==> src/rtl/shift_pkg.sv <==
`default_nettype none
// ============================================================================
//  Module   : shift_pkg
//  Brief    : Operation encoding and sizing helper for the pipelined shifter.
//  Revision : 1.0 - initial release
// ============================================================================
package shift_pkg;

    typedef enum logic [2:0] {
        SH_LSL = 3'd0,
        SH_LSR = 3'd1,
        SH_ROL = 3'd2,
        SH_ROR = 3'd3,
        SH_ASR = 3'd4
    } shift_op_t;

    function automatic int shw_of(input int width);
        return $clog2(width);
    endfunction

endpackage
`default_nettype wire

==> src/rtl/shift_stage.sv <==
`default_nettype none
// ============================================================================
//  Module   : shift_stage
//  Brief    : One registered conditional shift/rotate by 2**STAGE.
//             Carry tracking exists only when SHIFT_FLAGS_EN is defined.
//  Revision : 1.0 - initial release
// ============================================================================
module shift_stage
    import shift_pkg::*;
#(
    parameter int WIDTH = 32,
    parameter int TAG_W = 4,
    parameter int STAGE = 0,
    localparam int SHW  = shw_of(WIDTH)
) (
    input  logic             clk,
    input  logic             rst_n,
    input  logic             en,
    input  logic             in_valid,
    input  logic [WIDTH-1:0] in_data,
    input  logic [SHW-1:0]   in_shamt,
    input  logic [2:0]       in_op,
    input  logic [TAG_W-1:0] in_tag,
    input  logic             in_sign,
`ifdef SHIFT_FLAGS_EN
    input  logic             in_carry,
    output logic             out_carry,
`endif
    output logic             out_valid,
    output logic [WIDTH-1:0] out_data,
    output logic [SHW-1:0]   out_shamt,
    output logic [2:0]       out_op,
    output logic [TAG_W-1:0] out_tag,
    output logic             out_sign
);

    localparam int C_SH = 2 ** STAGE;

    logic [WIDTH-1:0] w_nxt_data;
    logic [WIDTH-1:0] w_sign_fill;

    assign w_sign_fill = {WIDTH{in_sign}} & ~({WIDTH{1'b1}} >> C_SH);

    always_comb begin
        w_nxt_data = in_data;
        if (in_shamt[STAGE]) begin
            case (in_op)
                SH_LSL:  w_nxt_data = in_data << C_SH;
                SH_LSR:  w_nxt_data = in_data >> C_SH;
                SH_ROL:  w_nxt_data = (in_data << C_SH) | (in_data >> (WIDTH - C_SH));
                SH_ROR:  w_nxt_data = (in_data >> C_SH) | (in_data << (WIDTH - C_SH));
                SH_ASR:  w_nxt_data = (in_data >> C_SH) | w_sign_fill;
                default: w_nxt_data = in_data;
            endcase
        end
    end

`ifdef SHIFT_FLAGS_EN
    // The last stage that actually moves data decides the final carry.
    logic w_nxt_carry;

    always_comb begin
        w_nxt_carry = in_carry;
        if (in_shamt[STAGE]) begin
            case (in_op)
                SH_LSL, SH_ROL:         w_nxt_carry = in_data[WIDTH-C_SH];
                SH_LSR, SH_ROR, SH_ASR: w_nxt_carry = in_data[C_SH-1];
                default:                w_nxt_carry = in_carry;
            endcase
        end
    end

    always_ff @(posedge clk) begin
        if (!rst_n) begin
            out_carry <= 1'b0;
        end else if (en) begin
            out_carry <= w_nxt_carry;
        end
    end
`endif

    always_ff @(posedge clk) begin
        if (!rst_n) begin
            out_valid <= 1'b0;
            out_data  <= '0;
            out_shamt <= '0;
            out_op    <= '0;
            out_tag   <= '0;
            out_sign  <= 1'b0;
        end else if (en) begin
            out_valid <= in_valid;
            out_data  <= w_nxt_data;
            out_shamt <= in_shamt;
            out_op    <= in_op;
            out_tag   <= in_tag;
            out_sign  <= in_sign;
        end
    end

endmodule
`default_nettype wire

==> src/rtl/shift_unit_pipe.sv <==
`default_nettype none
// ============================================================================
//  Module   : shift_unit_pipe
//  Brief    : WIDTH-bit pipelined barrel shifter/rotator, one stage per shamt
//             bit, valid/ready on both sides. Optional flags: SHIFT_FLAGS_EN.
//  Revision : 1.0 - initial release
// ============================================================================
module shift_unit_pipe
    import shift_pkg::*;
#(
    parameter int WIDTH = 32,
    parameter int TAG_W = 4,
    localparam int SHW  = shw_of(WIDTH)
) (
    input  logic             clk,
    input  logic             rst_n,
    input  logic             in_valid,
    output logic             in_ready,
    input  logic [WIDTH-1:0] in_data,
    input  logic [SHW-1:0]   in_shamt,
    input  logic [2:0]       in_op,
    input  logic [TAG_W-1:0] in_tag,
    output logic             out_valid,
    input  logic             out_ready,
    output logic [WIDTH-1:0] out_data,
`ifdef SHIFT_FLAGS_EN
    output logic             out_zero,
    output logic             out_carry,
`endif
    output logic [TAG_W-1:0] out_tag
);

    // Index 0 is the pipe input; index k+1 is the output of stage k.
    logic             w_valid [SHW+1];
    logic [WIDTH-1:0] w_data  [SHW+1];
    logic [SHW-1:0]   w_shamt [SHW+1];
    logic [2:0]       w_op    [SHW+1];
    logic [TAG_W-1:0] w_tag   [SHW+1];
    logic             w_sign  [SHW+1];
`ifdef SHIFT_FLAGS_EN
    logic             w_carry [SHW+1];
`endif

    logic w_stall;
    logic unused_tail;

    // The whole pipe advances or holds together, so bubbles never collapse.
    assign w_stall  = w_valid[SHW] & ~out_ready;
    assign in_ready = ~w_stall;

    assign w_valid[0] = in_valid;
    assign w_data[0]  = in_data;
    assign w_shamt[0] = in_shamt;
    assign w_op[0]    = in_op;
    assign w_tag[0]   = in_tag;
    assign w_sign[0]  = in_data[WIDTH-1];
`ifdef SHIFT_FLAGS_EN
    assign w_carry[0] = 1'b0;
`endif

    generate
        for (genvar k = 0; k < SHW; k++) begin : g_stage
            shift_stage #(
                .WIDTH (WIDTH),
                .TAG_W (TAG_W),
                .STAGE (k)
            ) u_stage (
                .clk       (clk),
                .rst_n     (rst_n),
                .en        (~w_stall),
                .in_valid  (w_valid[k]),
                .in_data   (w_data[k]),
                .in_shamt  (w_shamt[k]),
                .in_op     (w_op[k]),
                .in_tag    (w_tag[k]),
                .in_sign   (w_sign[k]),
`ifdef SHIFT_FLAGS_EN
                .in_carry  (w_carry[k]),
                .out_carry (w_carry[k+1]),
`endif
                .out_valid (w_valid[k+1]),
                .out_data  (w_data[k+1]),
                .out_shamt (w_shamt[k+1]),
                .out_op    (w_op[k+1]),
                .out_tag   (w_tag[k+1]),
                .out_sign  (w_sign[k+1])
            );
        end
    endgenerate

    assign out_valid = w_valid[SHW];
    assign out_data  = w_data[SHW];
    assign out_tag   = w_tag[SHW];

`ifdef SHIFT_FLAGS_EN
    // Qualified by valid so the flag reads 0 in the cleared post-reset state.
    assign out_zero  = w_valid[SHW] & (w_data[SHW] == '0);
    assign out_carry = w_carry[SHW];
`endif

    assign unused_tail = ^{w_shamt[SHW], w_op[SHW], w_sign[SHW]};

endmodule
`default_nettype wire

==> config.mk <==
export PLATFORM = sky130hd
export DESIGN_NAME = shift_unit_pipe
export DESIGN_NICKNAME = d
export VERILOG_FILES = /design/src/rtl/shift_pkg.sv /design/src/rtl/shift_stage.sv /design/src/rtl/shift_unit_pipe.sv
export SDC_FILE = /design/constraint.sdc
export NUM_CORES = 1
export LEC_CHECK = 0
export ABC_AREA = 1
export ABC_CLOCK_PERIOD_IN_PS = 3000
export CAP_MARGIN = 0
export CORE_MARGIN = 2
export CORE_UTILIZATION = 50
export CTS_BUF_LIST = sky130_fd_sc_hd__clkbuf_16
export DETAILED_ROUTE_END_ITERATION = 10
export PLACE_DENSITY_LB_ADDON = 0.3
export SLEW_MARGIN = 10
export SYNTH_ARGS = -nofsm -noshare
export SYNTH_HDL_FRONTEND = slang
export SYNTH_HIERARCHICAL = 1
export SYNTH_SLANG_ARGS = --single-unit
==> constraint.sdc <==
create_clock -name clk -period 3 [get_ports clk]
set_clock_uncertainty 0.05 [all_clocks]
set_input_delay 0.45 -clock clk [delete_from_list [all_inputs] [get_ports clk]]
set_output_delay 0.45 -clock clk [all_outputs]
set_load 0.05 [all_outputs]
# --- After elaboration in Yosys (flattened, before gate mapping) ---
# Cells that the tools add are included.
totals:
  reg_bits: 221
  wordCells: 80
  output_inout_bits: 38
  input_bits: 48
classes:
  mux: 10
  bitwise: 17
  eq_ne: 20
  reduce_logical: 6
ops:
  columns: ["cell", "n"]
  rows:
  - ["$pmux W32 S5", 4]
  - ["$mux W32", 5]
  - ["$pmux W32 S4", 1]
  - ["$or A24 B32 Y32", 2]
  - ["$or A28 B32 Y32", 2]
  - ["$or A30 B32 Y32", 2]
  - ["$or A31 B32 Y32", 2]
  - ["$or A16 B32 Y32", 1]
  - ["$or A32 B1 Y32", 1]
  - ["$or A32 B16 Y32", 1]
  - ["$or A32 B2 Y32", 1]
  - ["$or A32 B4 Y32", 1]
  - ["$or A32 B8 Y32", 1]
  - ["$eq A3 B2 Y1 const B", 10]
  - ["$eq A3 B1 Y1 const B", 5]
  - ["$eq A3 B3 Y1 const B", 5]
  - ["$logic_not A3 Y1", 5]
  - ["$not A1 Y1", 2]
  - ["$reduce_or A2 Y1", 1]
  - ["$and A1 B1 Y1", 1]

# --- Depth between registers and ports, before layout ---
logic_depth:
  word_depth: 4
  mapped_depth: 9

# --- Cells and area by module ---
# Netlist, hierarchy kept.
modules_own_cells:
  columns: ["mod", "area_each_um2", "cells_each", "n_inst"]
  rows:
  - ["shift_stage at g_stage[2].u_stage", 2854.0, 396, 1]
  - ["shift_stage at g_stage[1].u_stage", 2795.2, 390, 1]
  - ["shift_stage at g_stage[3].u_stage", 2526.2, 401, 1]
  - ["shift_stage at g_stage[0].u_stage", 2466.1, 412, 1]
  - ["shift_stage at g_stage[4].u_stage", 2108.3, 311, 1]
  - ["shift_unit_pipe", 7.5, 2, 1]

# --- Worst setup path after synthesis ---
# OpenSTA, ideal clock, no wires.
synth_timing:
  path_kind: "reg-to-reg"
  start: "register g_stage[4].u_stage.out_valid"
  end: "register g_stage[3].u_stage.out_data[10]"
  n_path_buf: 3
  setup_time_ns: 0.132
  path_slack_ns: 0.470
  path_stages_with_launch: 9
  t_arrival_ns: 2.348
  path_cell_list: "dfxtp_1 > nand2_1 > buf_2 > inv_1 > buf_2 > clkbuf_1 > a21oi_1 > nand2_1 > a21oi_1"
synth_via:
  elab_chain_cells: 1
synth_rtl:
  columns: ["element", "line", "rtl"]
  rows:
  - ["start, declared", "shift_stage.sv:29", "output logic out_valid,"]
  - ["start signal, assigned", "shift_stage.sv:91", "out_valid <= in_valid;"]
  - ["$and A1 B1 Y1", "shift_unit_pipe.sv:48", "assign w_stall = w_valid[SHW] & ~out_ready;"]
  - ["end signal, assigned", "shift_stage.sv:92", "out_data <= w_nxt_data;"]
  - ["end, declared", "shift_stage.sv:30", "output logic [WIDTH-1:0] out_data,"]
# Every way passes these cells.
# A chain may end at the register's enable or synchronous reset.

# --- Worst setup path after layout ---
layout_timing:
  start: "register g_stage[4].u_stage.out_valid"
  end: "output out_valid"
layout_rtl:
  columns: ["element", "line", "rtl"]
  rows:
  - ["end, declared", "shift_unit_pipe.sv:23", "output logic out_valid,"]
# No word-level cell between the ends.

==> results.ini <==
[run_status]
status = finished clean

[synth]
synth.cell_area_mm2 = 0.0122
syn_inst = 1841
syn_avg_cell_area_um2 = 6.60
syn_nets = 1889
yosys_warnings = 6

[timing]
finalHoldViolations = 0
drv_slew = 0
timing.final.crit_period_ps = 2240
slew_headroom = 0.307
max_freq_ghz = 0.447
tightest_slew_ps = 1040
min_period_over_period = 0.746
setup_viol = 0
tns_ps = 0
rsz0062_at_grt = no
holdWs_ps = 296

[worst_setup_path]
crit_path_max_fanout = 3
endpoint_kind = output pin
critPathMaxStageDelay_ps = 820
r2r_setup_slack_ps = 990
ff2ff_path_depth = 7
crit_buf_inv = 1
cp-endpoint = out_valid
critPathKind = register to output pin
path_cells = clkdlybuf4s50_1
r2r_start = g_stage[2].u_stage/out_op[0]
worstPathArrival_ps = 1740
startpoint = g_stage[4].u_stage/out_valid
worstSetupStartpointType = register
critPathRequiredTime_ps = 2500
r2r-end = g_stage[3].u_stage/out_data[15]
cpLargestDelayFamily = buffers and inverters
slowest_stage = clkdlybuf4s50_1
cp.depth = 1

[floorplan]
die_h_um = 160
die_x_um = 160
core_area_mm2 = 0.0241
start_util = 0.504
fp-row-count = 57
io_pins = 86
die-area_mm2 = 0.0256

[clock_tree]
h-tree-depth = 1
cts_buffers = 24
cts_setup_buffers = 0
clk_pin_slew_worst_paths_ps = 60
cts_hold_buf = 0
cts_sinks = 211
cts_resized = 0
cts_tree = done
ctsRootBufferMaster = clkbuf_16
clockBufferDepth = 3
clk_latency_ps = 530

[cells_and_area]
area_growth_pct = 11.8
layout_commonest_cell = nand2_1
utilization = 0.563
drive_gt1_frac = 0.121
diodes = 0
nets = 1887
final_cell_mix = nand2_1 (460), a21oi_1 (232), dfxtp_1 (211)
num-fill-cells = 2386
final_cell_area_mm2 = 0.0136

[place]
dp_hpwl_mm = 20.9
io_buffers = 85
place_area_mm2 = 0.0129
gpl.final_weighted_congestion = 0.861

[detailed_routing]
vias_per_cell = 5.32
remaining_drc_errors = 0
via_count = 11600
first_pass_iters = 5
drt-total-wl_mm = 31.0
drt_iter0_markers = 1019
ant_nets = 0
drt-wirelength-per-cell_um = 14.2

[grt]
track_usage = 0.238
grt_antenna_before_repair = 0
grt_pass1_vias = 10400
grt_first_pass_wirelength_mm = 52.1
grt_overflow = 0
grt_max_degree = 75

[pwr]
p_sw_frac = 0.291
clockPowerShare = 0.386
p_int_mw = 4.93
power_density_mw_per_mm2 = 512
power_switching_mw = 2.03
ir_worst_vdd_v = 0.000352
p_comb_frac = 0.156
power.leakage_nw = 5.24
pwr-share-seq = 0.458

[hold_path]
hold_path_class = input pin to register

[run]
cap_viol_max_count = 0

[power by group through the flow]
stage / clock [mW] / combinational, mW / sequential, mW
after CTS: 2.73 / 1.08 / 3.18
after global placement: 0 / 1.06 / 3.23
after global routing: 2.85 / 1.22 / 3.20
after detailed placement: 0 / 1.08 / 3.24
after floorplan: 0 / 0.793 / 3.22
final: 2.69 / 1.08 / 3.18
[flip-flops by register name (all words and copies together), names as in the netlist]
register,count
g_stage.u_stage/out_valid,5
g_stage.u_stage/out_data,160
g_stage.u_stage/out_shamt,10
g_stage.u_stage/out_tag,20
g_stage.u_stage/out_op,12
g_stage.u_stage/out_sign,4
[through the flow]
stage | instances | setup WS [ps] | power, mW
2_1_floorplan | 1841 | 497 | 4.02
3_3_place_gp | 2137 | 726 | 4.29
3_5_place_dp | 2137 | 721 | 4.31
4_1_cts | 2179 | 743 | 6.99
5_1_grt | 2179 | 694 | 7.27
6_report | 2179 | 763 | 6.95
[area by class of cell]
cell class	count	area [um^2]	area share
Clock buffer	24	601	0.0442
Clock inverter	18	118	0.00866
Inverter	185	696	0.0512
Multi-Input combinational cell	1309	6450	0.475
Sequential cell	211	4220	0.311
Tap cell	324	405	0.0298
Timing Repair Buffer	108	1090	0.0803
[metal layers]
metal  vias to the layer above  track usage  share of wire
li1                       5931            -              -
met1                      5299        0.346           0.48
met2                       307        0.375           0.44
met3                        58       0.0270          0.056
met4                         0       0.0610          0.022
met5                         -            0              0
[worst min-delay path by stage]
stage | from | end | cells after the start
floorplan | g_stage[3].u_stage/out_data[22] | g_stage[3].u_stage/out_data[22] | 2
global placement | g_stage[3].u_stage/out_data[21] | g_stage[3].u_stage/out_data[21] | 2
detailed placement | g_stage[3].u_stage/out_data[23] | g_stage[3].u_stage/out_data[23] | 2
CTS | rst_n | g_stage[0].u_stage/out_sign | 3
global route | rst_n | g_stage[0].u_stage/out_shamt[1] | 3
finish | rst_n | g_stage[0].u_stage/out_sign | 3
[worst register-to-register path, delay by kind of cell, from the launching register on]
family / cells / cell delay, ps
compound gates: 3 / 290
buf+inv: 2 / 570
flops: 1 / 730
simple gates: 2 / 200
No activity file was read; power rests on OpenSTA's default activity.
